==> src/rtl/keylock_ctrl_param.sv <==
// keylock_ctrl_param: parametrised keypad lock controller.
// Collects digit keystrokes, checks them against a stored code, and toggles
// the lock. It also handles on-device code change, a retry limit with a timed
// lockout, an entry inactivity timeout, and timed status LEDs.
// Every output comes straight from a flop. Each flop loads the value that the
// next-state logic computes for the state being entered.
module keylock_ctrl_param #(
  parameter int                          CODE_LEN     = 4,
  parameter int                          KEY_W        = 4,
  parameter logic [CODE_LEN*KEY_W-1:0]   DEFAULT_CODE = 16'h1234,
  parameter logic [KEY_W-1:0]            KEY_ENTER    = 4'd9,
  parameter logic [KEY_W-1:0]            KEY_CANCEL   = 4'd7,
  parameter logic [KEY_W-1:0]            KEY_SET      = 4'd8,
  parameter int                          MAX_TRIES    = 3,
  parameter int                          BLINK_CYC    = 8,
  parameter int                          LOCKOUT_CYC  = 32,
  parameter int                          IDLE_TO      = 64
) (
  input  logic                            clk,
  input  logic                            resetN,
  input  logic                            rdy,
  input  logic [KEY_W-1:0]                keypress,
  output logic                            locked,
  output logic                            toggle_pulse,
  output logic                            led_ok,
  output logic                            led_err,
  output logic                            lockout,
  output logic                            set_mode,
  output logic [$clog2(CODE_LEN+1)-1:0]   digit_cnt
);

  localparam int BUF_W   = CODE_LEN * KEY_W;
  localparam int CNT_W   = $clog2(CODE_LEN + 1);
  localparam int TRY_W   = $clog2(MAX_TRIES + 1);
  localparam int TMR_MAX = (BLINK_CYC > LOCKOUT_CYC) ?
                           ((BLINK_CYC > IDLE_TO) ? BLINK_CYC : IDLE_TO) :
                           ((LOCKOUT_CYC > IDLE_TO) ? LOCKOUT_CYC : IDLE_TO);
  localparam int TMR_W   = $clog2(TMR_MAX + 1);

  typedef enum logic [2:0] {
    S_IDLE        = 3'd0,
    S_ENTRY       = 3'd1,
    S_OK          = 3'd2,
    S_ERR         = 3'd3,
    S_LOCKOUT     = 3'd4,
    S_SET_NEW     = 3'd5,
    S_SET_CONFIRM = 3'd6
  } state_t;

  state_t             state_q, state_d;
  logic [BUF_W-1:0]   buf_q, buf_d;
  logic [CNT_W-1:0]   cnt_q, cnt_d;
  logic [BUF_W-1:0]   code_q, code_d;
  logic [BUF_W-1:0]   cand_q, cand_d;
  logic [TRY_W-1:0]   tries_q, tries_d;
  logic [TMR_W-1:0]   timer_q, timer_d;
  logic               locked_q, locked_d;
  logic               toggle_q, toggle_d;
  logic               led_ok_q, led_ok_d;
  logic               led_err_q, led_err_d;
  logic               lockout_q, lockout_d;
  logic               set_mode_q, set_mode_d;

  logic [BUF_W-1:0]   buf_shift_s;
  logic [CNT_W-1:0]   cnt_inc_s;
  logic [TRY_W-1:0]   tries_inc_s;
  logic               buf_full_s;

  // A key counts as a digit unless it is one of the three command keys.
  function automatic logic is_digit(input logic [KEY_W-1:0] k);
    is_digit = (k != KEY_ENTER) && (k != KEY_CANCEL) && (k != KEY_SET);
  endfunction

  // Precompute the shifted buffer, saturating counts and the full-buffer flag.
  always_comb begin
    buf_shift_s = (buf_q << KEY_W) | BUF_W'(keypress);
    cnt_inc_s   = (cnt_q == CNT_W'(CODE_LEN)) ? cnt_q : cnt_q + CNT_W'(1);
    tries_inc_s = (tries_q == TRY_W'(MAX_TRIES)) ? tries_q : tries_q + TRY_W'(1);
    buf_full_s  = (cnt_q == CNT_W'(CODE_LEN));
  end

  // Next-state logic: key handling, timers, code/candidate updates and output decode.
  always_comb begin
    state_d  = state_q;
    buf_d    = buf_q;
    cnt_d    = cnt_q;
    code_d   = code_q;
    cand_d   = cand_q;
    tries_d  = tries_q;
    timer_d  = timer_q;
    locked_d = locked_q;
    toggle_d = 1'b0;

    case (state_q)
      S_IDLE: begin
        if (rdy && is_digit(keypress)) begin
          state_d = S_ENTRY;
          timer_d = '0;
          buf_d   = buf_shift_s;
          cnt_d   = cnt_inc_s;
        end else if (rdy && (keypress == KEY_SET)) begin
          timer_d = '0;
          if (locked_q) begin
            state_d = S_ERR;
          end else begin
            state_d = S_SET_NEW;
          end
        end else begin
          // ENTER and CANCEL do nothing here.
          state_d = S_IDLE;
        end
      end

      S_ENTRY, S_SET_NEW, S_SET_CONFIRM: begin
        if (!rdy) begin
          // Inactivity timeout. Abandon the entry quietly.
          if (timer_q == TMR_W'(IDLE_TO - 1)) begin
            state_d = S_IDLE;
            timer_d = '0;
          end else begin
            timer_d = timer_q + TMR_W'(1);
          end
        end else begin
          timer_d = '0;
          if (keypress == KEY_CANCEL) begin
            state_d = S_IDLE;
          end else if (is_digit(keypress)) begin
            buf_d = buf_shift_s;
            cnt_d = cnt_inc_s;
          end else if (keypress == KEY_ENTER) begin
            case (state_q)
              S_ENTRY: begin
                if (buf_full_s && (buf_q == code_q)) begin
                  state_d  = S_OK;
                  locked_d = ~locked_q;
                  toggle_d = 1'b1;
                  tries_d  = '0;
                end else if (tries_inc_s == TRY_W'(MAX_TRIES)) begin
                  state_d = S_LOCKOUT;
                  tries_d = tries_inc_s;
                end else begin
                  state_d = S_ERR;
                  tries_d = tries_inc_s;
                end
              end
              S_SET_NEW: begin
                if (buf_full_s) begin
                  cand_d  = buf_q;
                  buf_d   = '0;
                  cnt_d   = '0;
                  state_d = S_SET_CONFIRM;
                end else begin
                  state_d = S_ERR;
                end
              end
              S_SET_CONFIRM: begin
                if (buf_full_s && (buf_q == cand_q)) begin
                  code_d  = cand_q;
                  state_d = S_OK;
                end else begin
                  state_d = S_ERR;
                end
              end
              default: begin
                state_d = S_IDLE;
              end
            endcase
          end else begin
            // SET does nothing while a code is being typed.
            state_d = state_q;
          end
        end
      end

      S_OK, S_ERR: begin
        if (timer_q == TMR_W'(BLINK_CYC - 1)) begin
          state_d = S_IDLE;
          timer_d = '0;
        end else begin
          timer_d = timer_q + TMR_W'(1);
        end
      end

      S_LOCKOUT: begin
        if (timer_q == TMR_W'(LOCKOUT_CYC - 1)) begin
          state_d = S_IDLE;
          timer_d = '0;
          tries_d = '0;
        end else begin
          timer_d = timer_q + TMR_W'(1);
        end
      end

      default: begin
        state_d = S_IDLE;
        timer_d = '0;
      end
    endcase

    // The digit buffer is empty in every state that does not collect digits.
    if ((state_d == S_IDLE) || (state_d == S_OK) ||
        (state_d == S_ERR)  || (state_d == S_LOCKOUT)) begin
      buf_d = '0;
      cnt_d = '0;
    end else begin
      buf_d = buf_d;
    end

    led_ok_d   = (state_d == S_OK);
    led_err_d  = (state_d == S_ERR) || (state_d == S_LOCKOUT);
    lockout_d  = (state_d == S_LOCKOUT);
    set_mode_d = (state_d == S_SET_NEW) || (state_d == S_SET_CONFIRM);
  end

  // State, datapath and output registers. resetN is synchronous and active-low.
  always_ff @(posedge clk) begin
    if (!resetN) begin
      state_q    <= S_IDLE;
      buf_q      <= '0;
      cnt_q      <= '0;
      code_q     <= DEFAULT_CODE;
      cand_q     <= '0;
      tries_q    <= '0;
      timer_q    <= '0;
      locked_q   <= 1'b1;
      toggle_q   <= 1'b0;
      led_ok_q   <= 1'b0;
      led_err_q  <= 1'b0;
      lockout_q  <= 1'b0;
      set_mode_q <= 1'b0;
    end else begin
      state_q    <= state_d;
      buf_q      <= buf_d;
      cnt_q      <= cnt_d;
      code_q     <= code_d;
      cand_q     <= cand_d;
      tries_q    <= tries_d;
      timer_q    <= timer_d;
      locked_q   <= locked_d;
      toggle_q   <= toggle_d;
      led_ok_q   <= led_ok_d;
      led_err_q  <= led_err_d;
      lockout_q  <= lockout_d;
      set_mode_q <= set_mode_d;
    end
  end

  assign locked       = locked_q;
  assign toggle_pulse = toggle_q;
  assign led_ok       = led_ok_q;
  assign led_err      = led_err_q;
  assign lockout      = lockout_q;
  assign set_mode     = set_mode_q;
  assign digit_cnt    = cnt_q;

endmodule

==> config.mk <==
export PLATFORM = sky130hd
export DESIGN_NAME = keylock_ctrl_param
export DESIGN_NICKNAME = d
export VERILOG_FILES = /design/src/rtl/keylock_ctrl_param.sv
export SDC_FILE = /design/constraint.sdc
export NUM_CORES = 1
export LEC_CHECK = 0
export ABC_AREA = 1
export ABC_CLOCK_PERIOD_IN_PS = 1800
export CAP_MARGIN = 40
export CORE_ASPECT_RATIO = 1.1
export CORE_MARGIN = 2
export CORE_UTILIZATION = 40
export DETAILED_ROUTE_END_ITERATION = 6
export PLACE_DENSITY_LB_ADDON = 0.3
export REMOVE_ABC_BUFFERS = 1
export SETUP_SLACK_MARGIN = 0.1
export SYNTH_ARGS = -nofsm -noshare
export SYNTH_HDL_FRONTEND = slang
export SYNTH_SLANG_ARGS = --single-unit
export TNS_END_PERCENT = 10
==> constraint.sdc <==
create_clock -name clk -period 1.8 [get_ports clk]
set_input_delay 0.18 -clock clk [delete_from_list [all_inputs] [get_ports clk]]
set_output_delay 0.18 -clock clk [all_outputs]
set_load 0.03 [all_outputs]
==> qor.yml <==
outcome:
  status: "complete, but fails checks"
  violations: "setup timing"
floorplanning:
  io_pins: 16
  start_util_pct: 40.5
  rows: 37
  die_w_um: 96.3
  die_y_um: 106
  die_area_sq_um: 10200
  core-area_sq_um: 9260
timing:
  maxSlewHeadroom_pct: 68.2
  final.setup.tns_ns: -6.45
  final-hold-violation-count: 0
  setup_viol: 45
  setup_slack_ns: -0.236
  timing.final.crit_share_pct: 113
  max_slew.worst_pin.slew_ns: 0.475
  rsz0062_at_grt: "yes"
  fmax_mhz: 491
  slew_viol_final: 0
  fin_crit_ns: 2.04
  clock_skew_ns: 0.0126
pwr:
  powerDensity_nw_per_um2: 642
  irDropWorstVdd_uv: 341
  p_leak_nw: 2.45
worst_setup_path:
  cp.required_ns: 2.09
  start_kind: "flop"
  cp_max_fo: 5
  crit_path_end_kind: "flop"
  crit_type: "flop to flop"
  arrival_ns: 2.32
placement:
  portBuffers: 15
  dpl-instance-area_sq_um: 5030
  hpwl_um: 8680
  place_ws_ns: -0.502
  gp_congestion: 1.03
drt:
  wl_per_cell_um: 14.5
  drc: 0
  drt_first_pass_iters: 4
  via_per_inst: 5.09
  totalWireLength_um: 12100
  ant_nets: 0
  route.vias.total: 4227
  drtIter0Drc: 187
global_route:
  grt_max_degree: 34
  overflow: 0
  grt_pass1_vias: 4190
  grt_use_total_pct: 24.8
  grt_pass1_wl_um: 19300
  antenna_found_initial: 0
clocking:
  clock_path_buffers: 2
  cts_tree: "yes"
  clk_pin_slew_ns: 0.07
  h-tree-depth: 3
  cts.sinks: 69
  ctsHoldBuffers: 0
  clk_latency_ns: 0.35
  cts_buffers: 9
  cts_root_buffer: "clkbuf_8"
synth:
  synth_top_cell_area_share_pct: 36.8
  ys_async_sr_fraction_pct: 0
  ys_types: 42
  ys.flop_type: "dfxtp_1"
  ys_ff_latch: 69
  yosysWarnings: 0
  synth_edf_count: 0
  netlist_area_sq_um: 3750
  postSynthCellCount: 552
  synth-seq-area-share_pct: 36.8
  yosys.area.top_type: "dfxtp_1"
  ys_top_cells_by_area: "dfxtp_1 (37%), nand2_1 (10%), o21ai_0 (8.5%)"
  syn-mean-instance-area_sq_um: 6.80
finish:
  seq_area_sq_um: 1390
  antennaDiodeCount: 0
  fin_area_sq_um: 5470
  fillCellCount: 866
  drive_above_1_share_pct: 36.0
  syn2layout_area_growth_pct: 45.8
  multi_input_area_sq_um: 2200
  nNetsFinal: 720
min_path:
  hold_path_class: "flop to flop"
run:
  drv_cap: 0
## final timing paths
kind	from	end	slack, ns	cells after the start
max	digit_cnt[0]	buf_q[13]	-0.24	18
min	code_q[1]	code_q[1]	0.49	2
max reg2reg	digit_cnt[0]	buf_q[13]	-0.24	18
min reg2reg	code_q[1]	code_q[1]	0.49	2
## cells in the mapped netlist (2+ instances only)
cell type	n
nor3_4	2
dfxtp_1	69
nor2_2	10
nand2_2	6
inv_2	20
o21ai_1	8
nand2_1	103
a21oi_1	41
buf_6	2
o21ai_0	64
nor3_1	11
nand3b_1	2
clkbuf_1	7
o22ai_1	3
nand3_2	2
nand3_1	21
nor4_1	5
inv_1	63
buf_2	3
a31oi_1	5
nor2_1	51
xnor2_1	3
nand4_1	15
nor2_4	3
a211oi_1	8
xor2_1	2
nand2_4	2
o211ai_1	2
ha_1	3
or2_2	3
buf_4	2
## kinds of logic after synthesis
group                    share of synthesized area [%]
buffers and inverters                             11.1
AND/OR/NAND/NOR                                   30.6
AO/OA/AOI/OAI                                     19.3
flip-flops                                        36.8
adder cells (fa/ha/maj)                           1.00
XOR/XNOR                                          1.17
## per-layer routing
metal  routed length [um]  global-route usage, %
met5                    0                      0
met1                 5000                   28.7
met3                  542                   4.79
met4                  427                   13.7
met2                 6080                   42.2
## report_power, final
part	total [mW]	switching (mW)	internal, mW
Combinational	0.855	0.481	0.374
Clock	1.05	0.572	0.479
Sequential	1.61	0.0412	1.57
Total	3.51	1.09	2.42
## metrics by stage
step                total power, mW  hold slack (ns)  util (%)  std cells
floorplan                      2.00            0.278         -        537
global placement               2.37            0.473      54.4        810
detailed placement             2.38            0.485      54.4        810
CTS                            3.51            0.497      58.2        828
global route                   3.68            0.523      59.1        830
finish                         3.51            0.494      59.1        830
## state kept, by name, summed over array words and instances, names as in the netlist
name          count
led_ok            1
cand_q           16
set_mode          1
digit_cnt         3
buf_q            16
tries_q           2
timer_q           7
locked            1
code_q           16
led_err           1
state_q           3
lockout           1
toggle_pulse      1
## cell usage in the layout, fill, tap and decap left out, types with 6 or more instances in the layout
master           instances
nand4_1                 15
a21oi_1                 40
nand2_4                  6
inv_2                   24
nor3_1                   7
o21ai_0                 64
dfxtp_1                 59
nand3_1                 18
nand2_1                 99
buf_4                  140
o21ai_1                  8
a211oi_1                 7
nor2_2                  20
inv_1                   58
nor2_4                   7
clkdlybuf4s50_1         12
nor2_1                  37
clkbuf_8                 9
dfxtp_2                 10
## area by class of cell
type	count	share of cell area, %
clock buffer	11	2.40
clock inverter	3	0.274
inverter	84	5.83
multi-input combinational	387	40.2
sequential	69	25.5
tap	117	2.68
timing repair buffer	159	23.1
## what timing repair did
item | 4_1_cts | 5_1_grt
endpoints found under the setup margin | 65 | 69
pin swaps | 16 | 12
hold endpoints to repair | 0 | 0
gates cloned | 3 | 0
buffers inserted | 1 | 2
resized for setup | 47 | 22
## worst max-delay path, cell delays in order (launching register included)
cell and delay [ns]:
dfxtp_2 0.33, inv_2 0.07, ha_4 0.14, nand2_4 0.06, a21oi_2 0.13, nand3_2 0.09
nor2_2 0.13, nand3_2 0.11, nand2_1 0.08, nand2_1 0.06, nand2_1 0.09, nand2_2 0.06
nand2_2 0.07, nand2_4 0.06, nand2_4 0.07, nand2_4 0.07, nand2_8 0.13, nand2_8 0.11
nor2_2 0.11
(Power assumes the default switching activity.)
